## src/rtl/otter_intr_ctrl.sv

```systemverilog
// Memory-mapped interrupt controller for the OTTER iobus: per-source synchronizers,
// edge/level pending capture, lowest-index priority and single-level service tracking.
module otter_intr_ctrl #(
   parameter int unsigned N_CHAN      = 8,
   parameter logic [31:0] BASE_ADDR   = 32'h1100_0200,
   parameter int unsigned SYNC_STAGES = 2
) (
   input  logic              clk,
   input  logic              rst,
   input  logic [N_CHAN-1:0] irq_src,
   input  logic [31:0]       iobus_addr,
   input  logic [31:0]       iobus_out,
   input  logic              iobus_wr,
   output logic [31:0]       iobus_rd_data,
   input  logic              intrpt_ack,
   output logic              intrpt,
   output logic [4:0]        irq_id
);

   localparam int unsigned ID_W   = 5;
   localparam int unsigned CNT_W  = 3;
   localparam int unsigned SETTLE = SYNC_STAGES + 1;

   localparam logic [2:0] OFF_PEND = 3'd0;
   localparam logic [2:0] OFF_EN   = 3'd1;
   localparam logic [2:0] OFF_EDGE = 3'd2;
   localparam logic [2:0] OFF_ID   = 3'd3;
   localparam logic [2:0] OFF_EOI  = 3'd4;
   localparam logic [2:0] OFF_STAT = 3'd5;

   logic [SYNC_STAGES-1:0][N_CHAN-1:0] sync_q;
   logic [N_CHAN-1:0] hist_q;
   logic [N_CHAN-1:0] pending_q, pending_d;
   logic [N_CHAN-1:0] enable_q, enable_d;
   logic [N_CHAN-1:0] edge_q, edge_d;
   logic              in_service_q, in_service_d;
   logic              intrpt_q, intrpt_d;
   logic [ID_W-1:0]   irq_id_q, irq_id_d;
   logic [CNT_W-1:0]  settle_q, settle_d;

   logic              in_win, wr_pend, wr_en, wr_edge, wr_eoi;
   logic              ack_ok, settled;
   logic [2:0]        off;
   logic [N_CHAN-1:0] wdata, sync_lvl, rise, clr, req;
   logic [ID_W-1:0]   winner;
   logic              unused_ok;

   // Bus decode; byte lane bits and write data above N_CHAN are don't-care.
   assign in_win    = iobus_addr[31:5] == BASE_ADDR[31:5];
   assign off       = iobus_addr[4:2];
   assign wr_pend   = iobus_wr & in_win & (off == OFF_PEND);
   assign wr_en     = iobus_wr & in_win & (off == OFF_EN);
   assign wr_edge   = iobus_wr & in_win & (off == OFF_EDGE);
   assign wr_eoi    = iobus_wr & in_win & (off == OFF_EOI);
   assign wdata     = iobus_out[N_CHAN-1:0];
   assign unused_ok = ^{iobus_addr[1:0], iobus_out};

   // Edge history is only trusted once the synchronizers and history have refilled after reset.
   assign settled  = settle_q == CNT_W'(SETTLE);
   assign sync_lvl = sync_q[SYNC_STAGES-1];
   assign rise     = sync_lvl & ~hist_q & {N_CHAN{settled}};
   assign clr      = wr_pend ? wdata : '0;
   assign req      = pending_q & enable_q;
   assign ack_ok   = intrpt_ack & intrpt_q;

   always_comb begin
      winner = '0;
      for (int i = int'(N_CHAN) - 1; i >= 0; i--) begin
         if (req[i]) winner = ID_W'(i);
      end
   end

   always_comb begin
      enable_d     = wr_en ? wdata : enable_q;
      edge_d       = wr_edge ? wdata : edge_q;
      settle_d     = settled ? settle_q : settle_q + CNT_W'(1);
      // Newly edge-mode channels start cleared; a rising edge beats a same-cycle clear.
      pending_d    = (edge_d & edge_q & ((pending_q & ~clr) | rise)) | (~edge_d & sync_lvl);
      in_service_d = in_service_q;
      if (ack_ok) begin
         in_service_d = 1'b1;
      end else if (wr_eoi) begin
         in_service_d = 1'b0;
      end
      intrpt_d     = (|req) & ~in_service_d;
      irq_id_d     = in_service_d ? irq_id_q : winner;
   end

   always_ff @(posedge clk or posedge rst) begin
      if (rst) begin
         sync_q       <= '0;
         hist_q       <= '0;
         pending_q    <= '0;
         enable_q     <= '0;
         edge_q       <= '0;
         in_service_q <= 1'b0;
         intrpt_q     <= 1'b0;
         irq_id_q     <= '0;
         settle_q     <= '0;
      end else begin
         sync_q       <= {sync_q[SYNC_STAGES-2:0], irq_src};
         hist_q       <= sync_lvl;
         pending_q    <= pending_d;
         enable_q     <= enable_d;
         edge_q       <= edge_d;
         in_service_q <= in_service_d;
         intrpt_q     <= intrpt_d;
         irq_id_q     <= irq_id_d;
         settle_q     <= settle_d;
      end
   end

   always_comb begin
      iobus_rd_data = '0;
      if (in_win) begin
         case (off)
            OFF_PEND: iobus_rd_data = 32'(pending_q);
            OFF_EN:   iobus_rd_data = 32'(enable_q);
            OFF_EDGE: iobus_rd_data = 32'(edge_q);
            OFF_ID:   iobus_rd_data = 32'(irq_id_q);
            OFF_STAT: iobus_rd_data = {30'b0, in_service_q, intrpt_q};
            default:  iobus_rd_data = '0;
         endcase
      end
   end

   assign intrpt = intrpt_q;
   assign irq_id = irq_id_q;

endmodule
```

## config.mk

```make
export PLATFORM = sky130hd
export DESIGN_NAME = otter_intr_ctrl
export DESIGN_NICKNAME = d
export VERILOG_FILES = /design/src/rtl/otter_intr_ctrl.sv
export SDC_FILE = /design/constraint.sdc
export NUM_CORES = 1
export LEC_CHECK = 0
export ABC_AREA = 0
export ABC_CLOCK_PERIOD_IN_PS = 2630
export CAP_MARGIN = 20
export CORE_UTILIZATION = 43
export CTS_CLUSTER_DIAMETER = 60
export DETAILED_ROUTE_END_ITERATION = 7
export PLACE_DENSITY = 0.79
export SETUP_SLACK_MARGIN = 0.1
export SLEW_MARGIN = 20
export SYNTH_ARGS = -nofsm -noshare
export SYNTH_HDL_FRONTEND = slang
export SYNTH_SLANG_ARGS = --single-unit
```

## constraint.sdc

```tcl
create_clock -name clk -period 2.63 [get_ports clk]
set_input_delay 0.789 -clock clk [delete_from_list [all_inputs] [get_ports clk]]
set_output_delay 0.789 -clock clk [all_outputs]
set_load 0.01 [all_outputs]
```

**Word-level counts from Yosys, hierarchy flattened**

Cells that the tools add are included.

- Add/subtract/negate cells: 1
- Equality and inequality tests: 7
- Multiplexer cells: 14
- Bitwise gates (word level): 20
- Reduce and logical (&&, ||, !) cells: 2

Operator list:

| operator | count |
|---|---|
| AND 8 bit | 7 |
| case mux 8 bit (5 select lines) | 1 |
| two-way mux 5 bit | 7 |
| == test 27 x 24 -> 1 bit (second input constant) | 1 |
| two-way mux 8 bit | 3 |
| NOT 8 bit | 3 |
| OR 8 bit | 2 |
| == test 3 x 2 -> 1 bit (second input constant) | 3 |
| OR reduction 8 bit | 1 |
| AND 1 bit | 7 |
| == test 3 bit (second input constant) | 2 |
| adder 3 x 1 -> 3 bit (second input constant) | 1 |
| == test 3 x 1 -> 1 bit (second input constant) | 1 |
| zero test 3 bit | 1 |
| two-way mux 3 bit | 1 |
| two-way mux 1 bit | 2 |
| NOT 1 bit | 1 |

- Register bits: 58
- Input port bits: 76
- Output and inout port bits: 38
- Word-level logic and storage cells: 54

**Logic depth before layout (Yosys ltp)**

- Depth in word-level cells: 9
- Gate-level depth with buffers: 7

**Least setup slack after synthesis**

No wires, ideal clock.

- Path type: in2out
- From: input iobus_addr[7]
- To: output iobus_rd_data[2]
- Arrival time: 1.738 ns
- Path slack: 0.103 ns
- Stages on the path: 5
- Buffers on the path: 1
- Cell sequence: nor4_1 > and4_1 > buf_6 > nand3_1 > nor2b_1

- Word-level cells in the longest chain between the ends: 2

RTL lines:

| what | RTL line | source |
|---|---|---|
| from (decl) | 11 | `input logic [31:0] iobus_addr,` |
| == test 27 x 24 -> 1 bit | 49 | `assign in_win = iobus_addr[31:5] == BASE_ADDR[31:5];` |
| two-way mux 8 bit | 115 | `if (in_win) begin` |
| to (decl) | 14 | `output logic [31:0] iobus_rd_data,` |

No other way between the ends.

**Worst setup path in the final report**

- From: input iobus_addr[22]
- To: output iobus_rd_data[6]

The elaborated chain is that of the path after synthesis.

==> flow_summary_export.csv <==
group,metric,value,unit
floorplanning,die_y,83.3,um
pwr,vdd_drop_max,0.415,mV
grt,grt_overflow,0,
cells_and_area,syn_to_final_growth,34.0,%
routing,first_pass_iters,4,
grt,antenna_found_initial,0,
sta,post-route-period-util,104,%
grt,grt_pass1_vias,2229,
routing,wire_per_inst,15.5,um
pwr,p_leak,1.80,nW
routing,via_count,2196,
routing,ant_nets,0,
floorplanning,initial_core_util,44.7,%
worst_setup_path,critPathCaptureType,"primary output",
sta,skew,0.00906,ns
clock_tree,cts_tree,"done",
placed_design,post-place-ws,-0.921,ns
sta,min_period,2.75,ns
grt,grt_max_degree,37,
pwr,cellPowerDensity,414,nW/um^2
floorplanning,core.rowCount,29,
pwr,total_power,0.00157,W
synthesis,synth_edf_count,0,
cells_and_area,n_antenna_cell,0,
synthesis,ys.flop_type,"dfrtp_1",
clock_tree,clock-sinks,56,
floorplanning,dieWidth,83.3,um
worst_setup_path,worstPathRequired,1.84,ns
synthesis,ys_ff_latch,56,
cells_and_area,drive_above_1_share,32.9,%
worst_setup_path,crit_start,"iobus_addr[22]",
clock_tree,ctsHtreeMaxLevel,2,
sta,worst_pin_slew,0.526,ns
synthesis,ys_types,43,
clock_tree,clk_latency,0.31,ns
synthesis,synthCells,257,
worst_setup_path,reg2reg_depth,6,
sta,clock.fmax,364,MHz
clock_tree,cts_buffer_depth,2,
routing,drt_wl_total,6.52,mm
worst_setup_path,arrival,1.96,ns
cells_and_area,final_area,3800,um^2
sta,grt_setup_unrepaired,"yes",
sta,setup_viol_count_final,8,
worst_setup_path,criticalPathCategory,"in2out",
placed_design,numPortBuffers,61,
synthesis,synthesis.area,2840,um^2
synthesis,yosysSeqAreaShare,49.4,%
min_path,hold_class,"reg2reg",
placed_design,gp_congestion,0.827,
floorplanning,dieArea,6930,um^2
clock_tree,numCtsBuffers,5,
floorplanning,core_area,6350,um^2
sta,setup_ws,-0.116,ns
worst_setup_path,cp-start-kind,"input port",
clock_tree,path_clk_slew,0.08,ns
worst_setup_path,crit_fanout,5,
grt,grt_pass1_wl,10.9,mm
sta,hold_viol,0,
grt,grt_usage,19.9,%
routing,viasPerCell,5.23,
placed_design,placedInstanceArea,3580,um^2
synthesis,async_flop_share,100,%
placed_design,dp.cells,405,
placed_design,dp_hpwl,4.71,mm
cells_and_area,nets,420,
outcome,outcome,"finished with violations",
synthesis,yosysWarnings,0,
min_path,hold_depth,0,
routing,route.detailed.drc,0,
cells_and_area,nFillCells,534,
outcome,violations,"negative setup slack",
synthesis,postSynthAreaPerCell,11.0,um^2
sta,slew_viol_final,0,
routing,first_iter_violations,104,
clock_tree,cts-root-buf,"clkbuf_8",
floorplanning,ios,114,
worst_setup_path,r2r_start,"settle_q[0]",
cells_and_area,stdcell_count,420,
sta,max_slew_margin,64.9,%
job,max_cap_viol_count,0,
min_path,worstHoldStart,"sync_q[1]",
-- final timing paths --
check | to | slack, ns
worst max-delay path | iobus_rd_data[6] | -0.12
worst min-delay path | sync_lvl[1] | 0.35
worst max register to register | pending_q[7] | 0.95
max in group asynchronous | hist_q[2] | 1.28
min in group asynchronous | sync_q[5] | 0.80
worst min register to register | sync_lvl[1] | 0.35
-- registers in the layout, summed over array words and instances (netlist names) --
name          cells
hist_q            8
pending_q         8
intrpt            1
sync_lvl          8
in_service_q      1
enable_q          8
edge_q            8
irq_id            3
settle_q          3
sync_q            8
-- per-layer routing --
metal,global-route usage [%],vias up,wire (um)
met1,25.4,1067,2720
met4,5.64,0,102
met2,34.1,103,3230
met3,4.37,8,462
li1,-,1018,-
met5,0,-,0
-- synthesized netlist by cell type (3+ instances only) --
library cell / number / area share, %
o21ai_0: 3 / 0.53
and4_1: 4 / 1.2
dfrtp_1: 56 / 49
nor2_1: 22 / 2.9
nand2b_1: 8 / 1.8
inv_1: 12 / 1.6
a21oi_1: 8 / 1.4
nor2b_1: 4 / 0.88
nor4_1: 3 / 0.66
o211ai_1: 7 / 1.9
mux2_4: 10 / 5.3
mux2_2: 9 / 3.6
mux2i_1: 10 / 3.5
nand3_1: 5 / 0.88
buf_4: 28 / 7.4
nor3_1: 5 / 0.88
nand3b_1: 7 / 1.9
o22ai_1: 7 / 1.5
nand2_1: 20 / 2.6
-- power by group --
group	internal (W)	leakage (nW)	switching [W]
registers	0.000886	0.696	0.0000152
clock network	0.000211	0.0510	0.000267
logic	0.0000975	1.05	0.0000970
total	0.00119	1.80	0.000379
-- per-stage QoR --
step	hold slack [ns]	TNS [ns]	utilization (%)
detailed placement	0.336	-11.69	56.4
CTS	0.356	-0.750	58.3
finish	0.353	-0.680	59.9
floorplan	0.331	0	-
global route	0.359	-1.08	59.9
global placement	0.333	-10.75	56.4
-- what timing repair did --
action | CTS | global route
hold buffers | 0 | 0
buffers inserted | 6 | 3
gates resized for setup | 138 | 30
endpoints found under the setup margin | 15 | 9
pin swaps | 18 | 9
-- worst max-delay path, cell delays in order --
cell     delay (ns)
buf_2          0.10
nor4_1         0.26
and4_4         0.26
buf_6          0.10
nand3_4        0.08
buf_8          0.16
nor2_1         0.08
buf_2          0.13
-- layout by cell type (no fill, tap or decap), types with 2 or more instances in the layout --
master | netlist | final
o22ai_1 | 7 | 7
nand2_1 | 20 | 19
mux2_2 | 9 | 9
a21oi_2 | 0 | 5
o211ai_1 | 7 | 7
conb_1 | 1 | 26
clkinv_2 | 0 | 2
dfrtp_1 | 56 | 56
buf_12 | 0 | 4
nor2_2 | 0 | 2
inv_1 | 12 | 11
a21oi_1 | 8 | 3
buf_4 | 28 | 16
inv_2 | 1 | 2
buf_6 | 2 | 14
and4_1 | 4 | 3
clkbuf_8 | 0 | 6
clkbuf_2 | 0 | 3
nor3_1 | 5 | 4
ha_1 | 2 | 2
nor2b_2 | 0 | 2
mux2_4 | 10 | 10
nand2b_1 | 8 | 8
nor4b_4 | 0 | 3
nand3b_1 | 7 | 7
nor2_1 | 22 | 17
nand3_1 | 5 | 4
buf_2 | 2 | 17
mux2i_1 | 10 | 9
nor2_4 | 0 | 3
clkdlybuf4s15_1 | 0 | 5
clkdlybuf4s50_1 | 0 | 23
o21ai_0 | 3 | 2
dlygate4sd2_1 | 0 | 3
nor2b_1 | 4 | 2
-- cells by family (layout without fill, tap and decap cells) --
family	after synthesis	in the layout	synth area share, %
flops	56	56	49.4
mux	30	30	13.2
other cells	1	26	0.132
simple gates	85	85	16.7
xor+xnor	1	1	0.309
buf+inv	47	108	10.5
fa+ha+maj	2	2	0.881
compound gates	35	35	8.86
-- area by class of cell --
class                           count  area, um^2  area share [%]
Inverter                           13        48.8            1.28
Clock buffer                        6        82.6            2.17
Tap cell                           77        96.3            2.53
Multi-Input combinational cell    179        1370            36.1
Sequential cell                    56        1400            36.8
Timing Repair Buffer               87         791            20.8
Clock inverter                      2        10.0           0.263
Note: power is estimated with default switching activity, not from simulation.
